==> config.mk <==
export PLATFORM = sky130hd
export DESIGN_NAME = spi_rx_ram_writer
export DESIGN_NICKNAME = d
export VERILOG_FILES = /design/src/rtl/spi_ram_pkg.sv /design/src/rtl/spi_word_packer.sv /design/src/rtl/spi_rx_ram_writer.sv
export SDC_FILE = /design/constraint.sdc
export NUM_CORES = 1
export LEC_CHECK = 0
export CAP_MARGIN = 25
export CORE_UTILIZATION = 45
export CTS_CLUSTER_SIZE = 10
export DETAILED_ROUTE_END_ITERATION = 7
export PLACE_DENSITY = 0.73
export SLEW_MARGIN = 20
export SYNTH_ARGS = -nofsm -noshare
export SYNTH_HDL_FRONTEND = slang
export SYNTH_SLANG_ARGS = --single-unit
==> constraint.sdc <==
create_clock -name clk -period 2 [get_ports clk]
set_input_delay 0.4 -clock clk [delete_from_list [all_inputs] [get_ports clk]]
set_output_delay 0.4 -clock clk [all_outputs]
set_load 0.01 [all_outputs]
==> src/rtl/spi_ram_pkg.sv <==
// Constants and FSM state type shared by the SPI-to-RAM writer and the
// program/data RAM wrapper.
package spi_ram_pkg;

    localparam int ADDR_W      = 15;
    localparam int DEPTH_WORDS = 20480;
    localparam int LEN_W       = 17;

    typedef enum logic [1:0] {
        ST_IDLE,
        ST_FILL,
        ST_WRITE,
        ST_DONE
    } state_e;

endpackage

==> src/rtl/spi_word_packer.sv <==
// Packs received bytes little-endian into a 32-bit word and tracks which
// byte lanes have been filled since the last clear.
module spi_word_packer (
    input  logic        clk,
    input  logic        reset,
    input  logic        clear,
    input  logic        byte_in,
    input  logic [7:0]  byte_data,
    output logic [31:0] word,
    output logic [3:0]  be,
    output logic        full
);

    logic [1:0]  lane_q, lane_d;
    logic [31:0] word_q, word_d;
    logic [3:0]  be_q,   be_d;

    always_comb begin
        // NOTE: every next-state value defaults to its register so no path infers a latch.
        lane_d = lane_q;
        word_d = word_q;
        be_d   = be_q;
        if (clear) begin
            lane_d = '0;
            word_d = '0;
            be_d   = '0;
        end else if (byte_in) begin
            word_d[{lane_q, 3'b000} +: 8] = byte_data;
            be_d[lane_q]                  = 1'b1;
            lane_d                        = lane_q + 2'd1;
        end
    end

    always_ff @(posedge clk) begin
        // NOTE: sequential state uses non-blocking assignments only.
        if (reset) begin
            lane_q <= '0;
            word_q <= '0;
            be_q   <= '0;
        end else begin
            lane_q <= lane_d;
            word_q <= word_d;
            be_q   <= be_d;
        end
    end

    assign word = word_q;
    assign be   = be_q;
    // The byte presented now would complete the word.
    assign full = (lane_q == 2'd3);

endmodule

==> src/rtl/spi_rx_ram_writer.sv <==
// Streams SPI receive bytes into the program/data RAM as packed 32-bit words,
// starting at a programmed word address for a programmed byte count.
module spi_rx_ram_writer
    import spi_ram_pkg::*;
#(
    parameter int ADDR_W      = spi_ram_pkg::ADDR_W,
    parameter int DEPTH_WORDS = spi_ram_pkg::DEPTH_WORDS,
    parameter int LEN_W       = spi_ram_pkg::LEN_W
) (
    input  logic              clk,
    input  logic              reset,
    input  logic              start,
    input  logic [ADDR_W-1:0] base_addr,
    input  logic [LEN_W-1:0]  len_bytes,
    input  logic [7:0]        rx_data,
    input  logic              rx_valid,
    output logic              rx_ready,
    input  logic              ram_ready,
    output logic [ADDR_W-1:0] address,
    output logic [3:0]        byteenable,
    output logic              chipselect,
    output logic              write,
    output logic [31:0]       writedata,
    output logic              busy,
    output logic              done,
    output logic              wrapped
);

    state_e            state_q,   state_d;
    logic [ADDR_W-1:0] addr_q,    addr_d;
    logic [LEN_W-1:0]  rem_q,     rem_d;
    logic              wrapped_q, wrapped_d;

    logic        accept;
    logic        pk_clear;
    logic        pk_full;
    logic [31:0] pk_word;
    logic [3:0]  pk_be;

    assign accept = (state_q == ST_FILL) && rx_valid;

    spi_word_packer u_packer (
        .clk       (clk),
        .reset     (reset),
        .clear     (pk_clear),
        .byte_in   (accept),
        .byte_data (rx_data),
        .word      (pk_word),
        .be        (pk_be),
        .full      (pk_full)
    );

    always_comb begin
        state_d   = state_q;
        addr_d    = addr_q;
        rem_d     = rem_q;
        wrapped_d = wrapped_q;
        pk_clear  = 1'b0;
        unique case (state_q)
            ST_IDLE: begin
                if (start) begin
                    wrapped_d = 1'b0;
                    if (len_bytes == '0) begin
                        state_d = ST_DONE;
                    end else begin
                        state_d  = ST_FILL;
                        addr_d   = base_addr;
                        rem_d    = len_bytes;
                        pk_clear = 1'b1;
                    end
                end
            end
            ST_FILL: begin
                if (accept) begin
                    if (rem_q != '0) rem_d = rem_q - LEN_W'(1);
                    if (pk_full || rem_q == LEN_W'(1)) state_d = ST_WRITE;
                end
            end
            ST_WRITE: begin
                if (ram_ready) begin
                    // Depth is not a power of two, so the wrap is an explicit compare.
                    if (addr_q == ADDR_W'(DEPTH_WORDS - 1)) begin
                        addr_d    = '0;
                        wrapped_d = 1'b1;
                    end else begin
                        addr_d = addr_q + ADDR_W'(1);
                    end
                    pk_clear = 1'b1;
                    state_d  = (rem_q == '0) ? ST_DONE : ST_FILL;
                end
            end
            ST_DONE: state_d = ST_IDLE;
            default: state_d = ST_IDLE;
        endcase
    end

    always_ff @(posedge clk) begin
        if (reset) begin
            state_q   <= ST_IDLE;
            addr_q    <= '0;
            rem_q     <= '0;
            wrapped_q <= 1'b0;
        end else begin
            state_q   <= state_d;
            addr_q    <= addr_d;
            rem_q     <= rem_d;
            wrapped_q <= wrapped_d;
        end
    end

    // The RAM port carries zeros whenever this block does not own it.
    assign chipselect = (state_q == ST_WRITE);
    assign write      = chipselect;
    assign address    = addr_q;
    assign byteenable = chipselect ? pk_be   : 4'h0;
    assign writedata  = chipselect ? pk_word : 32'h0;
    assign rx_ready   = (state_q == ST_FILL);
    assign busy       = (state_q == ST_FILL) || (state_q == ST_WRITE);
    assign done       = (state_q == ST_DONE);
    assign wrapped    = wrapped_q;

endmodule

==> metrics.txt <==
Final Max Slew Viols 0; Min Hold Slack 472 ps; CTS tree done; gr usage total 0.269; slew of the pin with the lowest slew margin 533 ps; Synth Register Bits 73; DR vias/cell 5.87; CTS Hold Buffers Added 0; root buffer cell clkbuf_8; ANT cells 0; Placer Congestion 0.911; Slew HR 0.643; met1 GRT Util 0.356; final hold viol count 0; final period utilization 0.986; initial antenna violation count 0; critical-path maximum fanout 15; GRT Residual Overflow 0; CTS Buf Count 9; fin util 0.719; Mapped Avg Cell Area 8.26 µm²; count of input and output buffers 101; CP max-delay cell o311a_1; WL final 13400 µm; clk buf depth 2; Setup-failing EPs final 0; Setup CP Type flop to flop; most used routing layer met2; worst skew pair latency 350 ps; Synth Flop Type dfxtp_1; Core ar. 8890 µm²; Vias 4641; wire per inst 16.9 µm; Final Power 8.81 mW; crit path time final 1970 ps; fill count 663; post-synthesis sequential area ratio 0.348; area delta synth->final 52.1%; post-synthesis instance total 509; layout cells sized above 1 0.242; clock sink total 73; Top Ports 102; arrival time of the worst setup path 2200 ps; Power Dens Cells 1380 nW/µm²; full die area 9730 µm²; Syn Nets 571; drt pass-1 iters 6; met3 usage 0.0340; MaxCap Viol Count 0; Mapped Area 4200 µm²; Reg area 1470 µm²; worst vdd ir 0.000757 V; Core Rows 34; f_max 507 MHz; Unique masters post-synth 64; vias in the first global route 4427; largest net degree at the start of global routing 39; HP Class flop to flop; met2 usage 0.447; Critical Path RT 2230 ps; outcome finished, final reports clean; die span in x 98.7 µm; RSZ-0062 raised after global routing true; Critical Path Max Stage Delay 350 ps; die height 98.7 µm; Yosys top cell by area dfxtp_1; Post-synth EDFFs 0; Lkg Pwr 2.53 nW; Worst-path clk slew 80 ps; Setup TNS Final 0 ps; clock skew 10.6 ps; first-pass GRT wire length 21300 µm; nets 740; dpl hpwl 9090 µm; Synth top area share 0.348; Synth area leaders dfxtp_1 35%, a22oi_1 6.4%, nor2_1 5.9%; CP startpoint kind flop; YS warnings 0; # DRC 0; multi-input logic area 2740 µm²; DRT antenna net count 0; Critical Path End Type flop; # H-tree levels 3; 1st-iter DRT viols 308; Async SR Flop Fraction 0; worst path cell trace buf_4 > ha_4 > and2b_2 > nand3b_1 > o22ai_2 > or2_4 > buf_12 > o311a_1; Starting Density 0.473
[final timing paths]
kind / from / depth (start not counted) / end / slack [ps]
max reg2reg: state_q[0] / 8 / rem_q[0] / 30
min reg2reg: u_packer.be[0] / 2 / u_packer.be[0] / 470
min: u_packer.be[0] / 2 / u_packer.be[0] / 470
max: state_q[0] / 8 / rem_q[0] / 30
[cells in the mapped netlist (10+ instances only)]
master / n
dfxtp_1: 73
nor2_1: 66
and2_1: 39
a22oi_1: 36
nand2_1: 36
a21oi_1: 31
clkbuf_1: 19
ha_1: 17
nor3_1: 17
inv_1: 15
o31ai_1: 15
nor4_1: 12
buf_2: 10
o311ai_0: 10
[cell families after synthesis]
family          share of synthesized area
simple gates                        0.280
compound gates                      0.254
flops                               0.348
buf+inv                            0.0554
fa+ha+maj                          0.0506
mux                               0.00982
xor+xnor                          0.00208
[through the flow]
stage / cell area [µm²] / worst slack (ps) / std cells
CTS: 6080 / -37.5 / 775
detailed placement: 5820 / -467 / 758
global placement: 5820 / -392 / 758
global route: 6390 / -29.8 / 790
finish: 6390 / 27.9 / 790
floorplan: 4200 / 10.3 / 509
[routing by layer]
metal	share of wire	routed length (µm)	vias up
met5	0	0	-
met1	0.45	5990	2206
met2	0.48	6370	178
met3	0.052	696	27
li1	-	-	2230
met4	0.022	298	0
[repair_timing]
item	CTS	global route
gates resized for setup	68	63
endpoints found under the setup margin	108	81
gates cloned	1	1
setup buffers	1	14
pin swaps	0	9
endpoints found under the hold margin	0	0
[worst max-delay path, delay by kind of cell (launching register included)]
| family | cells | cell delay (ps) |
|---|---|---|
| buffers and inverters | 2 | 300 |
| adders and majority gates | 1 | 160 |
| AOI/OAI and AO/OA | 2 | 430 |
| and+or+nand+nor | 3 | 610 |
| DFF | 1 | 340 |
[cell type report]
| class | count | area share |
|---|---|---|
| Clock buffer | 10 | 0.0215 |
| Clock inverter | 5 | 0.00881 |
| Inverter | 15 | 0.0106 |
| Multi-Input combinational cell | 385 | 0.428 |
| Sequential cell | 73 | 0.230 |
| Tap cell | 108 | 0.0211 |
| Timing Repair Buffer | 194 | 0.279 |
[cell usage in the layout, fill, tap and decap left out, drive strengths merged, types with 14 or more instances in the layout]
master / netlist / final
a22oi: 36 / 36
nand2: 36 / 36
o31ai: 17 / 17
and2: 39 / 39
buf: 16 / 93
dlygate4sd2: 0 / 23
ha: 17 / 17
clkdlybuf4s50: 0 / 59
nor2: 66 / 66
inv: 15 / 14
dfxtp: 73 / 73
nor3: 17 / 17
clkdlybuf4s15: 0 / 14
nor4: 15 / 15
a21oi: 31 / 31
[state kept, by name (all words and copies together) (netlist names)]
register         count
address             15
rem_q               17
state_q              2
u_packer.be          4
u_packer.lane_q      2
u_packer.word       32
wrapped              1
[power breakdown]
group	internal (mW)	switching, mW
sequential	1.79	0.390
combinational	2.67	2.81
clock	0.601	0.563
(Power assumes the default switching activity.)
